[config.mk]
export PLATFORM = sky130hd
export DESIGN_NAME = rejection_sample_ctrl_flat
export DESIGN_NICKNAME = d
export VERILOG_FILES = /design/src/rtl/rejection_sample_ctrl_if.sv /design/src/rtl/rejection_sample_ctrl.sv /design/src/flat_wrapper.sv
export SDC_FILE = /design/constraint.sdc
export NUM_CORES = 2
export LEC_CHECK = 0
export ABC_AREA = 1
export BUFFER_PORTS_ARGS = -buffer_cell sky130_fd_sc_hd__buf_2
export CORE_MARGIN = 3
export CORE_UTILIZATION = 45
export DETAILED_ROUTE_END_ITERATION = 16
export PLACE_DENSITY_LB_ADDON = 0.1
export SLEW_MARGIN = 20
export SYNTH_ARGS = -nofsm -noshare
export SYNTH_HDL_FRONTEND = slang
export SYNTH_SLANG_ARGS = --single-unit
[constraint.sdc]
create_clock -name clk -period 2.1 [get_ports clk]
set_clock_uncertainty 0.1 [all_clocks]
set_input_delay 0.42 -clock clk [delete_from_list [all_inputs] [get_ports clk]]
set_output_delay 0.42 -clock clk [all_outputs]
set_load 0.005 [all_outputs]
[src/rtl/rejection_sample_ctrl_if.sv]
// Bundle of control, checker and output-stream signals for rejection_sample_ctrl.
//   slave  : the sampler itself (drives cand_o, FIFO head and status)
//   master : the host / checker side (drives start, abort, seed, N, chk_ok_i, out_ready)
// Signals:
//   start, abort, seed[31:0], num_samples[15:0]  run control
//   cand_o[VEC_W-1:0], chk_ok_i                  candidate to checker, verdict back
//   out_valid, out_ready, out_data[VEC_W-1:0]    accepted-sample stream
//   busy, done, timeout, tries[15:0], accepted[15:0]  status
interface rejection_sample_ctrl_if #(
    parameter int VEC_W = 512
) ();
    logic             start;
    logic             abort;
    logic [31:0]      seed;
    logic [15:0]      num_samples;
    logic [VEC_W-1:0] cand_o;
    logic             chk_ok_i;
    logic             out_valid;
    logic             out_ready;
    logic [VEC_W-1:0] out_data;
    logic             busy;
    logic             done;
    logic             timeout;
    logic [15:0]      tries;
    logic [15:0]      accepted;

    modport slave (
        input  start, abort, seed, num_samples, chk_ok_i, out_ready,
        output cand_o, out_valid, out_data, busy, done, timeout, tries, accepted
    );

    modport master (
        output start, abort, seed, num_samples, chk_ok_i, out_ready,
        input  cand_o, out_valid, out_data, busy, done, timeout, tries, accepted
    );
endinterface

[src/rtl/rejection_sample_ctrl.sv]
// Rejection sampler front end: builds pseudo-random candidates from a 32-bit
// Galois LFSR, presents them to an external combinational constraint checker
// and queues accepted candidates in a small FIFO until N are accepted or the
// try budget is spent.
// Ports:
//   clk    clock
//   rst_n  asynchronous active-low reset
//   bus    rejection_sample_ctrl_if.slave (control, checker path, output stream, status)
//
// state   | meaning
// IDLE    | waiting for start
// FILL    | shifting one LFSR word per cycle into the candidate
// CHECK   | candidate stable, checker verdict sampled (stalls if FIFO full)
// DONE    | one-cycle done pulse, back to IDLE
module rejection_sample_ctrl #(
    parameter int          VEC_W      = 512,
    parameter int          FIFO_DEPTH = 4,
    parameter int          MAX_TRIES  = 65535,
    parameter logic [31:0] SEED       = 32'h0000_0001
) (
    input logic                   clk,
    input logic                   rst_n,
    rejection_sample_ctrl_if.slave bus
);
    localparam int WORDS = (VEC_W + 31) / 32;
    localparam int WC_W  = (WORDS > 1) ? $clog2(WORDS) : 1;
    localparam int PTR_W = $clog2(FIFO_DEPTH);
    localparam int CNT_W = PTR_W + 1;

    localparam logic [WC_W-1:0]  LAST_WORD = WC_W'(WORDS - 1);
    localparam logic [CNT_W-1:0] FULL_CNT  = CNT_W'(FIFO_DEPTH);
    localparam logic [15:0]      MAX_T     = 16'(MAX_TRIES);

    localparam logic [1:0] S_IDLE  = 2'd0;
    localparam logic [1:0] S_FILL  = 2'd1;
    localparam logic [1:0] S_CHECK = 2'd2;
    localparam logic [1:0] S_DONE  = 2'd3;

    logic [1:0]       r_state;
    logic [31:0]      r_lfsr;
    logic [VEC_W-1:0] r_cand;
    logic [WC_W-1:0]  r_wcnt;
    logic [15:0]      r_n;
    logic [15:0]      r_tries;
    logic [15:0]      r_acc;
    logic             r_done;
    logic             r_timeout;

    logic [VEC_W-1:0] r_mem [FIFO_DEPTH];
    logic [PTR_W-1:0] r_wr_ptr;
    logic [PTR_W-1:0] r_rd_ptr;
    logic [CNT_W-1:0] r_count;

    logic [31:0]      w_lfsr_nxt;
    logic [VEC_W-1:0] w_cand_nxt;
    logic             w_full;
    logic             w_in_check;
    logic             w_push;
    logic             w_pop;
    logic             w_eval;
    logic [15:0]      w_tries_inc;
    logic [15:0]      w_acc_nxt;

    function automatic logic [31:0] lfsr_step(input logic [31:0] s);
        return (s >> 1) ^ (s[0] ? 32'h8020_0003 : 32'h0000_0000);
    endfunction

    assign w_lfsr_nxt = lfsr_step(r_lfsr);

    generate
        if (VEC_W <= 32) begin : g_narrow
            assign w_cand_nxt = w_lfsr_nxt[VEC_W-1:0];
        end else begin : g_wide
            assign w_cand_nxt = {r_cand[VEC_W-33:0], w_lfsr_nxt};
        end
    endgenerate

    // Abort wins over a verdict in the same cycle: nothing is pushed or counted.
    assign w_full      = (r_count == FULL_CNT);
    assign w_in_check  = (r_state == S_CHECK) && !bus.abort;
    assign w_push      = w_in_check && bus.chk_ok_i && !w_full;
    assign w_eval      = w_in_check && (!bus.chk_ok_i || !w_full);
    assign w_pop       = (r_count != '0) && bus.out_ready;
    assign w_tries_inc = r_tries + 16'd1;
    assign w_acc_nxt   = w_push ? (r_acc + 16'd1) : r_acc;

    always_ff @(posedge clk or negedge rst_n) begin
        if (!rst_n) begin
            r_state   <= S_IDLE;
            r_lfsr    <= SEED;
            r_cand    <= '0;
            r_wcnt    <= '0;
            r_n       <= '0;
            r_tries   <= '0;
            r_acc     <= '0;
            r_done    <= 1'b0;
            r_timeout <= 1'b0;
        end else begin
            r_done <= 1'b0;
            case (r_state)
                S_IDLE: begin
                    if (bus.start) begin
                        r_lfsr    <= (bus.seed == 32'h0) ? 32'h1 : bus.seed;
                        r_n       <= bus.num_samples;
                        r_tries   <= '0;
                        r_acc     <= '0;
                        r_timeout <= 1'b0;
                        r_wcnt    <= '0;
                        if (bus.num_samples == 16'h0) begin
                            r_done <= 1'b1;
                        end else begin
                            r_state <= S_FILL;
                        end
                    end
                end
                S_FILL: begin
                    if (bus.abort) begin
                        r_state <= S_IDLE;
                    end else begin
                        r_lfsr <= w_lfsr_nxt;
                        r_cand <= w_cand_nxt;
                        if (r_wcnt == LAST_WORD) begin
                            r_wcnt  <= '0;
                            r_state <= S_CHECK;
                        end else begin
                            r_wcnt <= r_wcnt + WC_W'(1);
                        end
                    end
                end
                S_CHECK: begin
                    if (bus.abort) begin
                        r_state <= S_IDLE;
                    end else if (w_eval) begin
                        r_tries <= w_tries_inc;
                        r_acc   <= w_acc_nxt;
                        if (w_acc_nxt == r_n) begin
                            r_state <= S_DONE;
                            r_done  <= 1'b1;
                        end else if (w_tries_inc == MAX_T) begin
                            r_timeout <= 1'b1;
                            r_state   <= S_DONE;
                            r_done    <= 1'b1;
                        end else begin
                            r_state <= S_FILL;
                        end
                    end
                end
                default: begin
                    r_state <= S_IDLE;
                end
            endcase
        end
    end

    always_ff @(posedge clk or negedge rst_n) begin
        if (!rst_n) begin
            for (int i = 0; i < FIFO_DEPTH; i++) begin
                r_mem[i] <= '0;
            end
            r_wr_ptr <= '0;
            r_rd_ptr <= '0;
            r_count  <= '0;
        end else begin
            if (w_push) begin
                r_mem[r_wr_ptr] <= r_cand;
                r_wr_ptr        <= r_wr_ptr + PTR_W'(1);
            end
            if (w_pop) begin
                r_rd_ptr <= r_rd_ptr + PTR_W'(1);
            end
            case ({w_push, w_pop})
                2'b10:   r_count <= r_count + CNT_W'(1);
                2'b01:   r_count <= r_count - CNT_W'(1);
                default: r_count <= r_count;
            endcase
        end
    end

    assign bus.cand_o    = r_cand;
    assign bus.out_valid = (r_count != '0);
    assign bus.out_data  = r_mem[r_rd_ptr];
    assign bus.busy      = (r_state != S_IDLE);
    assign bus.done      = r_done;
    assign bus.timeout   = r_timeout;
    assign bus.tries     = r_tries;
    assign bus.accepted  = r_acc;
endmodule

[src/flat_wrapper.sv]
// flat-port wrapper written by rule: the top's interface ports become plain ports
module rejection_sample_ctrl_flat 
#(
    parameter int          VEC_W      = 512,
    parameter int          FIFO_DEPTH = 4,
    parameter int          MAX_TRIES  = 65535,
    parameter logic [31:0] SEED       = 32'h0000_0001
)
  (clk, rst_n, bus_start, bus_abort, bus_seed, bus_num_samples, bus_chk_ok_i, bus_out_ready, bus_cand_o, bus_out_valid, bus_out_data, bus_busy, bus_done, bus_timeout, bus_tries, bus_accepted);
  rejection_sample_ctrl_if #(.VEC_W(VEC_W)) bus_i ();
  input logic clk;
  input logic rst_n;
  input wire logic [$bits(bus_i.start)-1:0] bus_start;
  input wire logic [$bits(bus_i.abort)-1:0] bus_abort;
  input wire logic [$bits(bus_i.seed)-1:0] bus_seed;
  input wire logic [$bits(bus_i.num_samples)-1:0] bus_num_samples;
  input wire logic [$bits(bus_i.chk_ok_i)-1:0] bus_chk_ok_i;
  input wire logic [$bits(bus_i.out_ready)-1:0] bus_out_ready;
  output wire logic [$bits(bus_i.cand_o)-1:0] bus_cand_o;
  output wire logic [$bits(bus_i.out_valid)-1:0] bus_out_valid;
  output wire logic [$bits(bus_i.out_data)-1:0] bus_out_data;
  output wire logic [$bits(bus_i.busy)-1:0] bus_busy;
  output wire logic [$bits(bus_i.done)-1:0] bus_done;
  output wire logic [$bits(bus_i.timeout)-1:0] bus_timeout;
  output wire logic [$bits(bus_i.tries)-1:0] bus_tries;
  output wire logic [$bits(bus_i.accepted)-1:0] bus_accepted;
  assign bus_i.start = bus_start;
  assign bus_i.abort = bus_abort;
  assign bus_i.seed = bus_seed;
  assign bus_i.num_samples = bus_num_samples;
  assign bus_i.chk_ok_i = bus_chk_ok_i;
  assign bus_i.out_ready = bus_out_ready;
  assign bus_cand_o = bus_i.cand_o;
  assign bus_out_valid = bus_i.out_valid;
  assign bus_out_data = bus_i.out_data;
  assign bus_busy = bus_i.busy;
  assign bus_done = bus_i.done;
  assign bus_timeout = bus_i.timeout;
  assign bus_tries = bus_i.tries;
  assign bus_accepted = bus_i.accepted;
  rejection_sample_ctrl #(.VEC_W(VEC_W), .FIFO_DEPTH(FIFO_DEPTH), .MAX_TRIES(MAX_TRIES), .SEED(SEED)) u_core (.clk(clk), .rst_n(rst_n), .bus(bus_i));
endmodule
==> flow_summary.json <==
{
  "status": "finished with violations",
  "violations": "setup timing",
  "dp.cells": 16576,
  "grt_usage_pct": 31.98,
  "synth-edff-count": 0,
  "design_area_um2": 140700,
  "arrival_ns": 2.67,
  "critPathKind": "flip-flop to primary output",
  "die_h_um": 499.8,
  "finalHoldViolCount": 0,
  "finalCritPeriodShare_pct": 151.8,
  "max_freq_mhz": 313.7,
  "slew_headroom_pct": 28.46,
  "p_per_area_nw_per_um2": 1587,
  "cts_buffer_depth": 4,
  "place_congestion": 0.9189,
  "setup_ws_ns": -1.088,
  "synthArstFlopShare_pct": 100.0,
  "grt_max_degree": 114,
  "ys_ff_latch": 2655,
  "fin_nets": 13986,
  "worst_setup_path_end_kind": "primary output",
  "root_buffer": "clkbuf_16",
  "ys_types": 33,
  "synth_top_area_cell": "dfrtp_1",
  "drt-pass1-iter-count": 7,
  "drc": 0,
  "cts-htree-levels": 5,
  "period_needed_ns": 3.188,
  "die_area_um2": 249800,
  "critPathRequiredTime_ns": 1.58,
  "setup_viol": 1522,
  "worst_setup_path_start_kind": "flip-flop",
  "vdd_drop_max_mv": 0.9114,
  "yosysSeqAreaShare_pct": 60.55,
  "start_util_pct": 45.41,
  "netlist.area_leader.share_pct": 60.52,
  "total_power_mw": 223.3,
  "synth.avg_cell_area_um2": 8.855,
  "globalRouteOverflowTotal": 0,
  "ys_warn_count": 0,
  "tritoncts": "done",
  "syn_nets": 12456,
  "vias": 98522,
  "crit_fanout": 15,
  "max_cap_violations": 0,
  "port_buffers": 1113,
  "routedWlPerCell_um": 24.25,
  "drive_above_1_share_pct": 19.40,
  "syn_area_um2": 109700,
  "min_path_type": "input pin to flip-flop",
  "syn-instance-count": 12392,
  "core_um2": 241700,
  "routed_via_density": 5.686,
  "cts_buffers": 307,
  "worstSkewPairLatency_ns": 0.94,
  "routed_wl_um": 420200,
  "synth_common_cells": "o21ai_0, nand2_1, dfrtp_1, nor2_1, clkbuf_1",
  "yosysMostFrequentCell": "o21ai_0",
  "ant_nets": 0,
  "ios": 1114,
  "rsz0062_at_grt": "true",
  "final_cells": 17327,
  "worst_pin_slew_ns": 1.070,
  "p_leak_nw": 66.17,
  "cts_sinks": 2655,
  "synth_area_leaders": "dfrtp_1, o21ai_0, nand2_1",
  "ys.flop_type": "dfrtp_1",
  "clk_pin_slew_ns": 0.06,
  "dp_slack_ns": -0.2586,
  "grt_pass1_wl_um": 609900,
  "slew_viol_final": 0,
  "grt_pass1_vias": 93284,
  "hpwl_um": 286100,
  "fin_util_pct": 58.23,
  "placed_area_um2": 125200,
  "areaGrowthSynthToFinish_pct": 28.23,
  "first_iter_violations": 11397,
  "rows": 180,
  "antenna_found_initial": 14,
  "die_w_um": 499.8
}
## layout by cell type (no fill, tap or decap), types with 50 or more instances in the layout
master and count:
o21ai_0 3509, nand2_1 2773, dfrtp_1 2652, buf_2 1046, nor2_1 1038, inv_1 592, buf_4 575, o22ai_1 469
clkbuf_16 361, buf_12 263, o21ai_1 81, clkbuf_8 81, buf_16 76, o22ai_2 62, buf_6 60, a21oi_1 56
dlygate4sd3_1 55, clkbuf_1 50
## where the power goes
group / internal (mW) / switching [mW] / total [mW]
logic: 37.5 / 54.5 / 92.0
clock network: 32.7 / 21.5 / 54.2
registers: 64.1 / 13.0 / 77.1
## state kept, by name, summed over array words and instances (netlist names)
register,count
u_core.r_wcnt,4
u_core.bus.accepted,16
u_core.bus.tries,16
u_core.bus.done,1
u_core.bus.timeout,1
u_core.r_mem,2048
u_core.r_state,2
u_core.r_lfsr,32
u_core.r_n,16
u_core.r_rd_ptr,2
u_core.r_wr_ptr,2
u_core.bus.cand_o,512
u_core.r_count,3
## worst paths after layout
path	start	endpoint	slack [ns]	cells after the start
max	u_core.r_rd_ptr[0]	bus_out_data[140]	-1.09	7
max in group asynchronous	rst_n	u_core.r_mem[278]	0.09	3
min reg2reg	u_core.r_mem[1060]	u_core.r_mem[1060]	0.38	2
min	bus_out_ready	u_core.r_rd_ptr[1]	0.12	5
max reg2reg	u_core.r_count[1]	u_core.r_count[2]	-0.22	10
min in group asynchronous	rst_n	u_core.r_mem[1510]	0.26	3
## layer usage
layer / wire, um / up-vias / track usage, %
met5: 9 / - / 0
met4: 25000 / 2 / 16.24
met3: 33850 / 846 / 6.004
met2: 187100 / 4397 / 48.65
met1: 174200 / 49040 / 43.94
li1: - / 44237 / -
## worst max-delay path: stages (launching register included)
cell and delay (ns):
dfrtp_4 0.53, buf_12 0.20, buf_16 0.18, buf_16 0.17, o21ai_0 0.09, o22ai_1 0.28
buf_4 0.18, buf_2 0.10
## through the flow
stage / hold WS (ns) / setup TNS (ns)
after floorplan: 0.02441 / -4.863
after global placement: 0.3046 / -82.14
after detailed placement: 0.3013 / -103.86
after CTS: 0.05955 / -586.39
after global routing: 0.1024 / -760.36
final: 0.1184 / -556.41
## logic make-up (layout without fill, tap and decap cells)
family	count (synthesis)	in the layout	synth area share, %
AO/OA/AOI/OAI	4218	4218	19.86
XOR/XNOR	23	23	0.1836
adder cells (fa/ha/maj)	10	10	0.1209
buffers and inverters	1530	3277	5.587
flip-flops	2655	2655	60.55
other	0	3	0
AND/OR/NAND/NOR	3956	3956	13.70
## timing repair
item / 4_1_cts / 5_1_grt
resized for setup: 186 / 347
setup buffers: 28 / 63
setup endpoints to repair: 1599 / 2569
hold buffers: 55 / 0
gates cloned: 27 / 55
pin swaps: 30 / 68
hold endpoints to repair: 1226 / 0
## cell type report
| cell class | instances | area (um^2) |
|---|---|---|
| Fill cell | 21068 | 100900 |
| Sequential cell | 2655 | 66450 |
| Multi-Input combinational cell | 8207 | 37930 |
| Timing Repair Buffer | 2149 | 19880 |
| Clock buffer | 441 | 9060 |
| Tap cell | 3185 | 3985 |
| Inverter | 600 | 2277 |
| Clock inverter | 85 | 1096 |
| Timing Repair inverter | 2 | 32.53 |
| Antenna cell | 3 | 7.507 |
(Power assumes the default switching activity.)
